--- src/rtl/cl_crawler_scheduler.sv ---
// cl_crawler_scheduler: sequences one anti-diagonal crawler per PairHMM job with dependency/backpressure throttling (optional perf counters: CL_SCHED_PERF_EN)
module cl_crawler_scheduler #(
  parameter int DIM_W = 8,
  parameter int MAX_OUTSTANDING = 16,
  localparam int OCNT_W = $clog2(MAX_OUTSTANDING + 1)
) (
  input  logic             clock_i,
  input  logic             reset_i,
  input  logic             job_valid_i,
  output logic             job_ready_o,
  input  logic [DIM_W-1:0] job_dim_x_i,
  input  logic [DIM_W-1:0] job_dim_y_i,
  input  logic             abort_i,
  output logic             crawler_enable_o,
  output logic [DIM_W-1:0] crawler_dim_x_o,
  output logic [DIM_W-1:0] crawler_dim_y_o,
  output logic             crawler_move_o,
  input  logic [DIM_W-1:0] crawler_pos_x_i,
  input  logic [DIM_W-1:0] crawler_pos_y_i,
  output logic             cell_valid_o,
  input  logic             cell_ready_i,
  output logic [DIM_W-1:0] cell_x_o,
  output logic [DIM_W-1:0] cell_y_o,
  output logic             cell_last_o,
  input  logic             cell_done_i,
  output logic             busy_o,
  output logic             done_o,
  output logic             done_aborted_o,
  output logic             err_o
`ifdef CL_SCHED_PERF_EN
  ,
  output logic [31:0]      perf_cycles_o,
  output logic [31:0]      perf_dep_stall_o,
  output logic [31:0]      perf_bp_stall_o
`endif
);
  typedef enum logic [2:0] {IDLE, RUN, DRAIN, FLUSH, DONE} state_t;
  localparam logic [OCNT_W-1:0] MAX_O = OCNT_W'(MAX_OUTSTANDING);
  state_t state_q;
  logic [DIM_W-1:0] dim_x_q, dim_y_q;
  logic [OCNT_W-1:0] ocnt_q;
  logic diag_first_q, aborted_q, err_q;
  logic fire, at_edge, last, dec, job_fire;
  assign job_fire = (state_q == IDLE) && job_valid_i;
  assign at_edge = (crawler_pos_x_i == '0) || (crawler_pos_y_i == dim_y_q);
  assign last = (crawler_pos_x_i == dim_x_q) && (crawler_pos_y_i == dim_y_q);
  assign cell_valid_o = (state_q == RUN) && !(diag_first_q && ocnt_q != '0) && (ocnt_q < MAX_O);
  assign fire = cell_valid_o && cell_ready_i;
  assign dec = cell_done_i && (ocnt_q != '0);
  assign crawler_move_o = fire && !last;
  assign cell_x_o = crawler_pos_x_i;
  assign cell_y_o = crawler_pos_y_i;
  assign cell_last_o = cell_valid_o && last;
  assign crawler_dim_x_o = dim_x_q;
  assign crawler_dim_y_o = dim_y_q;
  assign job_ready_o = state_q == IDLE;
  assign busy_o = state_q != IDLE;
  assign crawler_enable_o = (state_q == RUN) || (state_q == DRAIN) || (state_q == FLUSH);
  assign done_o = state_q == DONE;
  assign done_aborted_o = (state_q == DONE) && aborted_q;
  assign err_o = err_q;
  // job FSM plus outstanding-cell tracking; a fire closing an anti-diagonal arms the drain wait for the next one
  always_ff @(posedge clock_i) begin
    if (reset_i) begin
      state_q <= IDLE;
      dim_x_q <= '0;
      dim_y_q <= '0;
      ocnt_q <= '0;
      diag_first_q <= 1'b0;
      aborted_q <= 1'b0;
      err_q <= 1'b0;
    end else begin
      ocnt_q <= ocnt_q + OCNT_W'(fire) - OCNT_W'(dec);
      if (cell_done_i && ocnt_q == '0) err_q <= 1'b1;
      if (fire) diag_first_q <= at_edge && !last;
      case (state_q)
        IDLE: if (job_valid_i) begin
          state_q <= RUN;
          dim_x_q <= job_dim_x_i;
          dim_y_q <= job_dim_y_i;
          diag_first_q <= 1'b1;
          aborted_q <= 1'b0;
        end
        RUN: state_q <= abort_i ? FLUSH : (fire && last) ? DRAIN : RUN;
        DRAIN: state_q <= abort_i ? FLUSH : (ocnt_q == '0) ? DONE : DRAIN;
        FLUSH: if (ocnt_q == '0) begin
          state_q <= DONE;
          aborted_q <= 1'b1;
        end
        DONE: state_q <= IDLE;
        default: state_q <= IDLE;
      endcase
    end
  end
`ifdef CL_SCHED_PERF_EN
  logic [31:0] perf_cycles_q, perf_dep_q, perf_bp_q;
  logic in_run;
  assign in_run = state_q == RUN;
  assign perf_cycles_o = perf_cycles_q;
  assign perf_dep_stall_o = perf_dep_q;
  assign perf_bp_stall_o = perf_bp_q;
  // saturating per-job counters: active cycles, dependency/limit stalls, downstream backpressure stalls
  always_ff @(posedge clock_i) begin
    if (reset_i || job_fire) begin
      perf_cycles_q <= '0;
      perf_dep_q <= '0;
      perf_bp_q <= '0;
    end else begin
      if ((in_run || state_q == DRAIN) && !(&perf_cycles_q)) perf_cycles_q <= perf_cycles_q + 32'd1;
      if (in_run && !cell_valid_o && !(&perf_dep_q)) perf_dep_q <= perf_dep_q + 32'd1;
      if (in_run && cell_valid_o && !cell_ready_i && !(&perf_bp_q)) perf_bp_q <= perf_bp_q + 32'd1;
    end
  end
`endif
endmodule

--- config.mk ---
export PLATFORM = sky130hd
export DESIGN_NAME = cl_crawler_scheduler
export DESIGN_NICKNAME = d
export VERILOG_FILES = /design/src/rtl/cl_crawler_scheduler.sv
export SDC_FILE = /design/constraint.sdc
export NUM_CORES = 1
export LEC_CHECK = 0
export BUFFER_PORTS_ARGS = -buffer_cell sky130_fd_sc_hd__buf_2
export CORE_MARGIN = 4
export CORE_UTILIZATION = 41
export CTS_BUF_LIST = sky130_fd_sc_hd__clkbuf_8 sky130_fd_sc_hd__clkbuf_16
export CTS_CLUSTER_SIZE = 10
export DETAILED_ROUTE_END_ITERATION = 16
export PLACE_DENSITY_LB_ADDON = 0.05
export SYNTH_ARGS = -nofsm -noshare
export SYNTH_HDL_FRONTEND = slang
export SYNTH_SLANG_ARGS = --single-unit
--- constraint.sdc ---
create_clock -name clock_i -period 2.85 [get_ports clock_i]
set_input_delay 0.1425 -clock clock_i [delete_from_list [all_inputs] [get_ports clock_i]]
set_output_delay 0.1425 -clock clock_i [all_outputs]
set_load 0.02 [all_outputs]
Yosys cells after proc, flatten, opt, wreduce, memory -nomap -nowiden
Index checks and enable logic that the tools add are counted.
{"block": "op_classes", "add_sub_neg": 2, "magnitude_cmp": 1, "eq_ne": 8, "muxes": 13, "n_reduce_logical": 26}
{"cell": "== test 8 bit", "n": 2}
{"cell": "logical AND 1 bit", "n": 12}
{"cell": "2-to-1 mux 3 bit", "n": 4}
{"cell": "case mux 3 bit (4 select lines)", "n": 1}
{"cell": "logical NOT 8 bit", "n": 1}
{"cell": "== test 3 x 2 -> 1 bit (second input constant)", "n": 2}
{"cell": "adder 5 x 1 -> 5 bit", "n": 1}
{"cell": "logical NOT 5 bit", "n": 1}
{"cell": "< comparator 5 bit (second input constant)", "n": 1}
{"cell": "2-to-1 mux 1 bit", "n": 5}
{"cell": "nonzero test 5 bit", "n": 1}
{"cell": "subtractor 5 x 1 -> 5 bit", "n": 1}
{"cell": "2-to-1 mux 2 bit", "n": 2}
{"cell": "AND reduction 2 bit", "n": 2}
{"cell": "== test 3 x 1 -> 1 bit (second input constant)", "n": 1}
{"cell": "== test 3 bit (second input constant)", "n": 1}
{"cell": "logical NOT 3 bit", "n": 1}
{"cell": "logical OR 1 bit", "n": 3}
{"cell": "AND reduction 3 bit", "n": 1}
{"cell": "nonzero test 3 bit", "n": 1}
{"cell": "logical NOT 1 bit", "n": 2}
{"cell": "inequality test 2 x 1 -> 1 bit (second input constant)", "n": 1}
{"cell": "inequality test 2 bit (second input constant)", "n": 1}
{"cell": "case mux 1 bit (2 select lines)", "n": 1}
{"cell": "nonzero test 2 bit", "n": 1}
{"block": "word_totals", "ff_bits": 27, "output_inout_bits": 41}

Depth between registers and ports, before layout
Gate-level depths: netlist of run 1.
{"block": "depth", "depth_word": 10, "mapped_depth": 12}

Worst setup path after synthesis of run 1
OpenSTA, ideal clock, no wires.
{"block": "synth_timing", "path_kind": "register -> register", "start": "reg ocnt_q[3]", "end": "reg ocnt_q[4]", "setup_time_ns": 0.071, "t_arrival_ns": 2.683, "required_time_ns": 2.779, "slack_ns": 0.097, "path_stages_with_launch": 13, "cell_sequence": "dfxtp_1 inv_1 ha_1 or4b_4 and2_2 ha_1 inv_1 ha_1 fa_1 a21oi_1 nor2_1 or3_1 a21oi_1"}
{"block": "synth_via", "elab_chain_cells": 8, "elab_cells_between_ends": 10}
{"item": "from (decl)", "line": "41", "source": "logic [OCNT_W-1:0] ocnt_q;"}
{"item": "from (signal assigned)", "line": "73", "source": "ocnt_q <= ocnt_q + OCNT_W'(fire) - OCNT_W'(dec);"}
{"item": "branches (longest 7 deep; another with < comparator 5 bit)"}
{"item": "subtractor 5 x 1 -> 5 bit *", "line": "73"}
Every way passes the cells marked *.
A chain may end at the register's enable or synchronous reset.

Final worst setup path of run 1
Same ends and word-level chain as after synthesis.

==> impl_metrics.yaml, run 1 <==
layout:
  most-common-layout-cells: "buf_2, nand2_1, dfxtp_1"
  syn_to_final_growth_pct: 27.2
  antenna_cells: 0
  finalNetCount: 309
  final_common_cell: "buf_2"
  drive_above_1_share_pct: 43.0
grt:
  grt_pass1_wl_mm: 6.38
  grt_pass1_vias: 1448
  gr-total-overflow: 0
  grt_max_degree: 27
  grt_usage_pct: 15.1
  antenna_found_initial: 1
logic_synthesis:
  netlist_area_sq_um: 1620
  ys_warn_count: 0
  syn-instance-count: 194
  synthFlopType: "dfxtp_1"
  syn_nets: 239
  synthDistinctLibCells: 38
  synth_edf_count: 0
  ys_top_cells_by_area: "dfxtp_1, xor2_1, nand2_1"
  synth-async-reset-ratio_pct: 0
  synth_seq_cells: 27
  avgSynthCellArea_sq_um: 8.37
  synth_top_area_share_pct: 33.3
  yosysSeqAreaShare_pct: 33.3
  yosys.area.top_type: "dfxtp_1"
routing:
  wl_mm: 3.93
  wire_per_inst_um: 12.6
  drc: 0
  drt_first_iter_violations: 71
  drt_pass1_iterations: 4
  vias: 1480
  ant_nets: 0
  viasPerCell: 4.76
worst_setup_path:
  path_class: "reg -> reg"
  cp_max_fo: 2
  max_stage_delay_ps: 460
  critPathCaptureType: "flop"
  worst_ep_required_time_ps: 3060
  path_cells: "inv_2, ha_2, or4b_4, and2_4, ha_4, inv_2, ha_4, fa_2, a21oi_2, nor2_1, or3_1, a21oi_2"
  cp_data_arrival_time_ps: 2940
  cpMaxStageDelayCell: "or4b_4"
  start_kind: "flop"
pwr:
  powerDensity_nw_per_um2: 690
  ir_worst_vdd_mv: 0.463
  switching_share_pct: 37.7
  internal-power_uw: 888
  power_frac_comb_pct: 49.7
  p_leak_nw: 1.02
  pwr-share-clk_pct: 16.0
  p_sw_uw: 538
  pwr-share-seq_pct: 34.4
placement:
  hpwl_mm: 3.05
  port-buffer-count: 78
  gp_congestion: 0.825
  dp_slack_ps: -25.2
clock_tree:
  cts_buffer_depth: 2
  clock_latency_ps: 280
  cts_made_buffers: 3
  path_clk_slew_ps: 100
  cts_tree: "yes"
  cts_sinks: 27
  htree_levels: 1
  root_buffer: "clkbuf_8"
sta:
  rsz0062_at_grt: "no"
  min_period_ps: 2730
  fin_worst_skew_ps: 10.6
  final-max-slew-violation-count: 0
  setup_viol_count_final: 0
  tightest_slew_ps: 538
  hold_viol_final: 0
  fin_ws_ps: 117
  fin_crit_sh_pct: 95.9
  timing.setup.tns_ps: 0
  fmax_ghz: 0.366
  slew_headroom_pct: 64.1
floorplanning:
  initial_core_util_pct: 43.4
  core_sq_um: 3740
  rows: 22
  dieArea_sq_um: 5030
  ios: 79
  die_h_um: 70.9
  die_width_um: 70.9
flow_run:
  drv_cap: 0
hold_path:
  holdCritPathClass: "in -> reg"
status:
  outcome: "complete, no violations"
[power groups by stage]
stage	combinational [mW]	sequential, mW	clock (mW)
2_1_floorplan	0.423	0.516	0
3_3_place_gp	0.636	0.490	0
6_report	0.708	0.490	0.228
4_1_cts	0.650	0.483	0.233
3_5_place_dp	0.639	0.491	0
5_1_grt	0.788	0.500	0.250
[area by class of cell]
class | count | area (sq um)
Timing Repair Buffer | 89 | 473
Multi-Input combinational cell | 134 | 907
Tap cell | 48 | 60.1
Sequential cell | 27 | 543
Inverter | 9 | 33.8
Clock inverter | 1 | 7.51
Clock buffer | 3 | 41.3
Fill cell | 381 | 1680
[flip-flops by register name (all words and copies together), names as in the netlist]
name             cells
crawler_dim_y_o      8
diag_first_q         1
ocnt_q               5
crawler_dim_x_o      8
aborted_q            1
state_q              3
err_o                1
[cell usage after synthesis, types with 3 or more instances]
library cell,count
nor4_1,3
inv_1,9
nand2_1,35
nor3_1,3
ha_1,6
nor2b_1,6
dfxtp_1,27
a21oi_1,22
nor2_1,11
xor2_1,17
buf_4,17
[routing by layer]
| metal | vias to the layer above | GRT usage (%) | routed length [um] |
|---|---|---|---|
| met2 | 48 | 24.0 | 1830 |
| met4 | 2 | 4.38 | 19 |
| met1 | 653 | 20.6 | 1770 |
| met3 | 4 | 3.41 | 295 |
| li1 | 773 | - | - |
| met5 | - | 0 | 12 |
[critical path, delay by kind of cell, from the launching register on]
kind                     cells  cell delay, ps
AO/OA/AOI/OAI                2             240
AND/OR/NAND/NOR              4            1070
flip-flops                   1             340
adder cells (fa/ha/maj)      4             930
buffers and inverters        2              90
[path summary, 6_finish.rpt]
path                                                       from  slack (ps)  cells past startpoint                              end
worst max-delay path                       ocnt_q[3]$_SDFF_PP0_         120                     12             ocnt_q[4]$_SDFF_PP0_
worst min-delay path                             job_dim_y_i[0]          90                      3  crawler_dim_y_o[0]$_SDFFE_PP0P_
worst max register to register             ocnt_q[3]$_SDFF_PP0_         120                     12             ocnt_q[4]$_SDFF_PP0_
worst min register to register  crawler_dim_x_o[3]$_SDFFE_PP0P_         490                      2  crawler_dim_x_o[3]$_SDFFE_PP0P_
[per-stage QoR]
stage	std cells	instance area, sq um	power (mW)	util [%]	hold slack (ps)
final	311	2070	1.43	55.2	88.7
after global routing	311	2070	1.54	55.2	83.0
after CTS	309	2020	1.37	53.9	83.5
after detailed placement	305	1960	1.13	52.4	388
after global placement	305	1960	1.13	52.4	385
after floorplan	194	1620	0.939	-	279
[cells by family (layout without fill, tap and decap cells)]
family / count (synthesis) / count (layout) / share of synthesized area (%)
xor gates and xnor gates: 19 / 19 / 10.2
buffers and inverters: 33 / 102 / 13.3
adders and majority gates: 7 / 7 / 5.86
AOI/OAI and AO/OA: 36 / 36 / 13.3
DFF: 27 / 27 / 33.3
and+or+nand+nor: 72 / 72 / 24.0
[timing repair]
action                                  4_1_cts  5_1_grt
endpoints found under the setup margin        1        1
resized for setup                             3       10
buffers inserted                              0        2
hold buffers                                  0        0
pin swaps                                     0        5
Power figures use the tool's default switching activity.
==> run 2, diff against run 1 <==
--- a/config.mk
+++ b/config.mk
@@ -5,12 +5,12 @@
 export SDC_FILE = /design/constraint.sdc
 export NUM_CORES = 1
 export LEC_CHECK = 0
-export BUFFER_PORTS_ARGS = -buffer_cell sky130_fd_sc_hd__buf_2
 export CORE_MARGIN = 4
-export CORE_UTILIZATION = 41
+export CORE_UTILIZATION = 55
 export CTS_BUF_LIST = sky130_fd_sc_hd__clkbuf_8 sky130_fd_sc_hd__clkbuf_16
 export CTS_CLUSTER_SIZE = 10
 export DETAILED_ROUTE_END_ITERATION = 16
+export DONT_BUFFER_PORTS = 1
 export PLACE_DENSITY_LB_ADDON = 0.05
 export SYNTH_ARGS = -nofsm -noshare
 export SYNTH_HDL_FRONTEND = slang
==> impl_metrics.yaml, run 2 (same netlist as run 1, synthesis figures left out) <==
sta:
  slew_headroom_pct: 63.4
  min_period_ps: 2720
  fin_crit_sh_pct: 95.4
  fin_worst_skew_ps: 7.99
  fmax_ghz: 0.368
  timing.setup.tns_ps: 0
  setup_viol_count_final: 0
  final-max-slew-violation-count: 0
  tightest_slew_ps: 548
  hold_viol_final: 0
pwr:
  pwr-share-seq_pct: 38.7
  p_leak_nw: 0.806
  power_frac_comb_pct: 44.8
  pwr-share-clk_pct: 16.5
  p_sw_uw: 507
  switching_share_pct: 36.9
  ir_worst_vdd_mv: 0.612
  powerDensity_nw_per_um2: 748
  internal-power_uw: 867
clock_tree:
  htree_levels: 1
  cts_made_buffers: 3
  cts_sinks: 27
  path_clk_slew_ps: 100
  root_buffer: "clkbuf_8"
  clock_latency_ps: 280
  cts_buffer_depth: 2
  cts_tree: "yes"
worst_setup_path:
  cp_num_buf_inv: 2
  critPathCaptureType: "flop"
  start_kind: "flop"
  path_class: "reg -> reg"
  cp_max_fo: 2
  worst_ep_required_time_ps: 3070
  cp_data_arrival_time_ps: 2940
  crit_family: "simple AND/OR/NAND/NOR gates"
  cpMaxStageDelayCell: "or4b_4"
  path_cells: "inv_2, ha_2, or4b_4, and2_4, ha_1, inv_1, ha_4, fa_2, a21oi_2, nor2_1, or3_1, a21oi_1"
  max_stage_delay_ps: 450
layout:
  finalNonFillerCells: 236
  antenna_cells: 0
  multi_input_area_sq_um: 891
  syn_to_final_growth_pct: 13.2
  seqCellArea_sq_um: 543
  drive_above_1_share_pct: 15.6
  final_common_cell: "nand2_1"
  most-common-layout-cells: "nand2_1, dfxtp_1, a21oi_1"
  fillers: 245
  finalNetCount: 251
status:
  outcome: "complete, no violations"
hold_path:
  holdCritPathClass: "in -> reg"
routing:
  viasPerCell: 5.73
  wl_mm: 3.94
  vias: 1353
  wire_per_inst_um: 16.7
  drt_first_iter_violations: 55
  ant_nets: 0
  drc: 0
  drt_pass1_iterations: 4
grt:
  grt_usage_pct: 20.0
  grt_pass1_vias: 1426
  grt_max_degree: 23
  grt_pass1_wl_mm: 6.51
  antenna_found_initial: 0
  gr-total-overflow: 0
floorplanning:
  core_sq_um: 2780
  die_width_um: 62.3
  ios: 79
  rows: 19
  initial_core_util_pct: 58.4
  dieArea_sq_um: 3890
  die_h_um: 62.3
placement:
  dpl.cell_count: 209
  port-buffer-count: 0
  hpwl_mm: 2.65
  gp_congestion: 0.756
flow_run:
  drv_cap: 0
[run 2: through the flow]
| stage | hold slack (ps) | total power [mW] | area, sq um | utilization, % | setup WS [ps] |
|---|---|---|---|---|---|
| floorplan | 279 | 0.939 | 1620 | - | 96.6 |
| global placement | 215 | 1.00 | 1540 | 55.4 | 47.1 |
| detailed placement | 217 | 1.02 | 1540 | 55.4 | -60.7 |
| CTS | 17.3 | 1.31 | 1800 | 64.8 | 0.439 |
| global route | 20.1 | 1.48 | 1840 | 66.1 | -5.35 |
| finish | 15.5 | 1.37 | 1840 | 66.1 | 131 |
[run 2: final timing paths]
check | start | to | slack (ps) | cells past startpoint
setup / recovery | ocnt_q[3]$_SDFF_PP0_ | ocnt_q[4]$_SDFF_PP0_ | 130 | 12
hold / removal | abort_i | state_q[1]$_SDFFE_PP0P_ | 20 | 2
setup reg to reg | ocnt_q[3]$_SDFF_PP0_ | ocnt_q[4]$_SDFF_PP0_ | 130 | 12
hold reg to reg | ocnt_q[3]$_SDFF_PP0_ | ocnt_q[4]$_SDFF_PP0_ | 620 | 3
[run 2: per-layer routing]
metal	share of wire, %	GRT usage, %	routed length, um	up-vias
met5	0	0	0	-
met4	1.1	6.10	43	0
met2	49	35.6	1920	56
li1	-	-	-	653
met1	42	22.9	1650	638
met3	8.1	5.59	319	6
[run 2: timing repair]
action	in CTS	in global routing
pin swaps	1	3
hold buffers	20	0
gates resized for setup	2	8
setup endpoints to repair	1	1
endpoints found under the hold margin	24	0
setup buffers	1	2
[run 2: power by group through the flow]
stage          Clock, mW  Sequential (mW)  Combinational [mW]
2_1_floorplan          0            0.516               0.423
3_3_place_gp           0            0.528               0.475
3_5_place_dp           0            0.531               0.493
4_1_cts            0.228            0.523               0.562
5_1_grt            0.251            0.539               0.693
6_report           0.227            0.531               0.616
[run 2: area by class of cell]
cell class | count | area share, %
clock buffers | 3 | 2.25
clock inverters | 1 | 0.408
inverters | 9 | 1.84
multi-input cells | 134 | 48.5
flip-flops and latches | 27 | 29.5
well taps | 31 | 2.11
repair buffers | 31 | 15.4
==> run 3, diff against run 2 <==
--- a/config.mk
+++ b/config.mk
@@ -6,7 +6,7 @@
 export NUM_CORES = 1
 export LEC_CHECK = 0
 export CORE_MARGIN = 4
-export CORE_UTILIZATION = 55
+export CORE_UTILIZATION = 40
 export CTS_BUF_LIST = sky130_fd_sc_hd__clkbuf_8 sky130_fd_sc_hd__clkbuf_16
 export CTS_CLUSTER_SIZE = 10
 export DETAILED_ROUTE_END_ITERATION = 16
==> constraint.sdc (replaced) <==
create_clock -name clock_i -period 2.9 [get_ports clock_i]
set_input_delay 0.145 -clock clock_i [delete_from_list [all_inputs] [get_ports clock_i]]
set_output_delay 0.145 -clock clock_i [all_outputs]
set_load 0.02 [all_outputs]
==> impl_metrics.yaml, run 3 (same netlist as run 1, synthesis figures left out) <==
routing:
  wl_mm: 3.83
  drt_first_iter_violations: 51
  drt_pass1_iterations: 4
  vias: 1293
  viasPerCell: 5.19
  ant_nets: 0
  wire_per_inst_um: 15.4
  drc: 0
pwr:
  p_sw_uw: 488
  internal-power_uw: 823
  ir_worst_vdd_mv: 0.299
  powerDensity_nw_per_um2: 720
  total_power_mw: 1.31
  power_frac_comb_pct: 43.8
  pwr-share-clk_pct: 17.0
  p_leak_nw: 0.754
  pwr-share-seq_pct: 39.2
  switching_share_pct: 37.2
sta:
  tightest_slew_ps: 853
  fin_crit_sh_pct: 95.8
  timing.setup.tns_ps: 0
  hold_viol_final: 0
  min_period_ps: 2780
  setup_viol_count_final: 0
  fin_worst_skew_ps: 2.90
  final-max-slew-violation-count: 0
  slew_headroom_pct: 42.9
  rsz0062_at_grt: "no"
  fmax_ghz: 0.360
placement:
  dpl_cell_area_sq_um: 1560
  hpwl_mm: 2.74
  gp_congestion: 0.833
  dpl.cell_count: 226
  port-buffer-count: 0
worst_setup_path:
  cp_max_fo: 3
  path_class: "reg -> reg"
  start_kind: "flop"
  reg2reg_slack_ps: 120
  worst_ep_required_time_ps: 3100
  cp_data_arrival_time_ps: 2980
  critPathCaptureType: "flop"
grt:
  grt_busiest_layer: "met2"
  grt_pass1_wl_mm: 6.00
  antenna_found_initial: 0
  grtUsageMet3_pct: 4.21
  grt_pass1_vias: 1302
  grt_max_degree: 22
  grtUsageMet1_pct: 17.9
  use_met2_pct: 25.1
  gr-total-overflow: 0
  grt_usage_pct: 14.7
clock_tree:
  cts_sinks: 27
  cts_tree: "yes"
  htree_levels: 1
  clock_latency_ps: 270
  cts_made_buffers: 3
  cts_buffer_depth: 2
  path_clk_slew_ps: 100
  root_buffer: "clkbuf_8"
layout:
  syn_to_final_growth_pct: 12.2
  drive_above_1_share_pct: 15.4
  fin_area_sq_um: 1820
  finalNetCount: 247
  finalNonFillerCells: 249
  most-common-layout-cells: "nand2_1, dfxtp_1, a21oi_1"
  final_common_cell: "nand2_1"
  utilization_pct: 48.0
  antenna_cells: 0
flow_run:
  drv_cap: 0
floorplanning:
  dieArea_sq_um: 5140
  ios: 79
  core_sq_um: 3800
  rows: 22
  initial_core_util_pct: 42.8
  die_h_um: 71.7
  die_width_um: 71.7
status:
  outcome: "complete, no violations"
hold_path:
  holdCritPathClass: "in -> reg"
## run 3: changes by cell type in the layout (fill, tap and decap cells not counted)
cell / change
buf_4: -1
dlygate4sd3_1: -3
## run 3: what timing repair did
| action | 4_1_cts | 5_1_grt |
|---|---|---|
| hold buffers | 16 | 1 |
| gates resized for setup | 1 | 9 |
| endpoints found under the setup margin | 1 | 1 |
| setup buffers | 0 | 2 |
| hold endpoints to repair | 24 | 1 |
| pin swaps | 0 | 3 |
## run 3: cell type report
type	count	area [sq um]
tap	48	60.1
clock buffer	3	41.3
fill	376	1980
sequential	27	543
clock inverter	1	7.51
multi-input combinational	134	891
inverter	9	33.8
timing repair buffer	27	245
## run 3: path summary, 6_finish.rpt
path                     startpoint  depth (start not counted)                      end
max            ocnt_q[2]$_SDFF_PP0_                         12     ocnt_q[4]$_SDFF_PP0_
min                         abort_i                          2  state_q[1]$_SDFFE_PP0P_
max reg2reg    ocnt_q[2]$_SDFF_PP0_                         12     ocnt_q[4]$_SDFF_PP0_
min reg2reg  aborted_q$_SDFFE_PP0P_                          2   aborted_q$_SDFFE_PP0P_
## run 3: power groups by stage
stage          combinational [mW]  sequential [mW]  clock, mW
3_5_place_dp                0.482            0.516          0
6_report                    0.574            0.514      0.223
3_3_place_gp                0.477            0.514          0
2_1_floorplan               0.416            0.507          0
5_1_grt                     0.650            0.522      0.250
4_1_cts                     0.514            0.506      0.234
## run 3: per-stage QoR
| stage | hold WS [ps] | setup slack (ps) |
|---|---|---|
| floorplan | 281 | 147 |
| global placement | 218 | 62.0 |
| detailed placement | 221 | -14.4 |
| CTS | 2.86 | 0.429 |
| global route | 12.1 | 20.2 |
| finish | 13.6 | 123 |
## run 3: worst max-delay path, cell delays in order (launching register included)
cell and delay (ps):
dfxtp_2 340, inv_2 60, ha_2 170, or4b_4 470
and2_4 170, ha_1 260, inv_1 60, ha_4 170
fa_2 370, a21oi_2 120, nor2_1 50, or3_1 340
a21oi_1 120
## run 3: routing by layer
layer	part of all wire [%]	wire length [um]	vias up
met1	42	1600	601
met4	0.55	21	0
met2	50	1910	42
met3	7.6	289	2
li1	-	-	648
met5	0	0	-
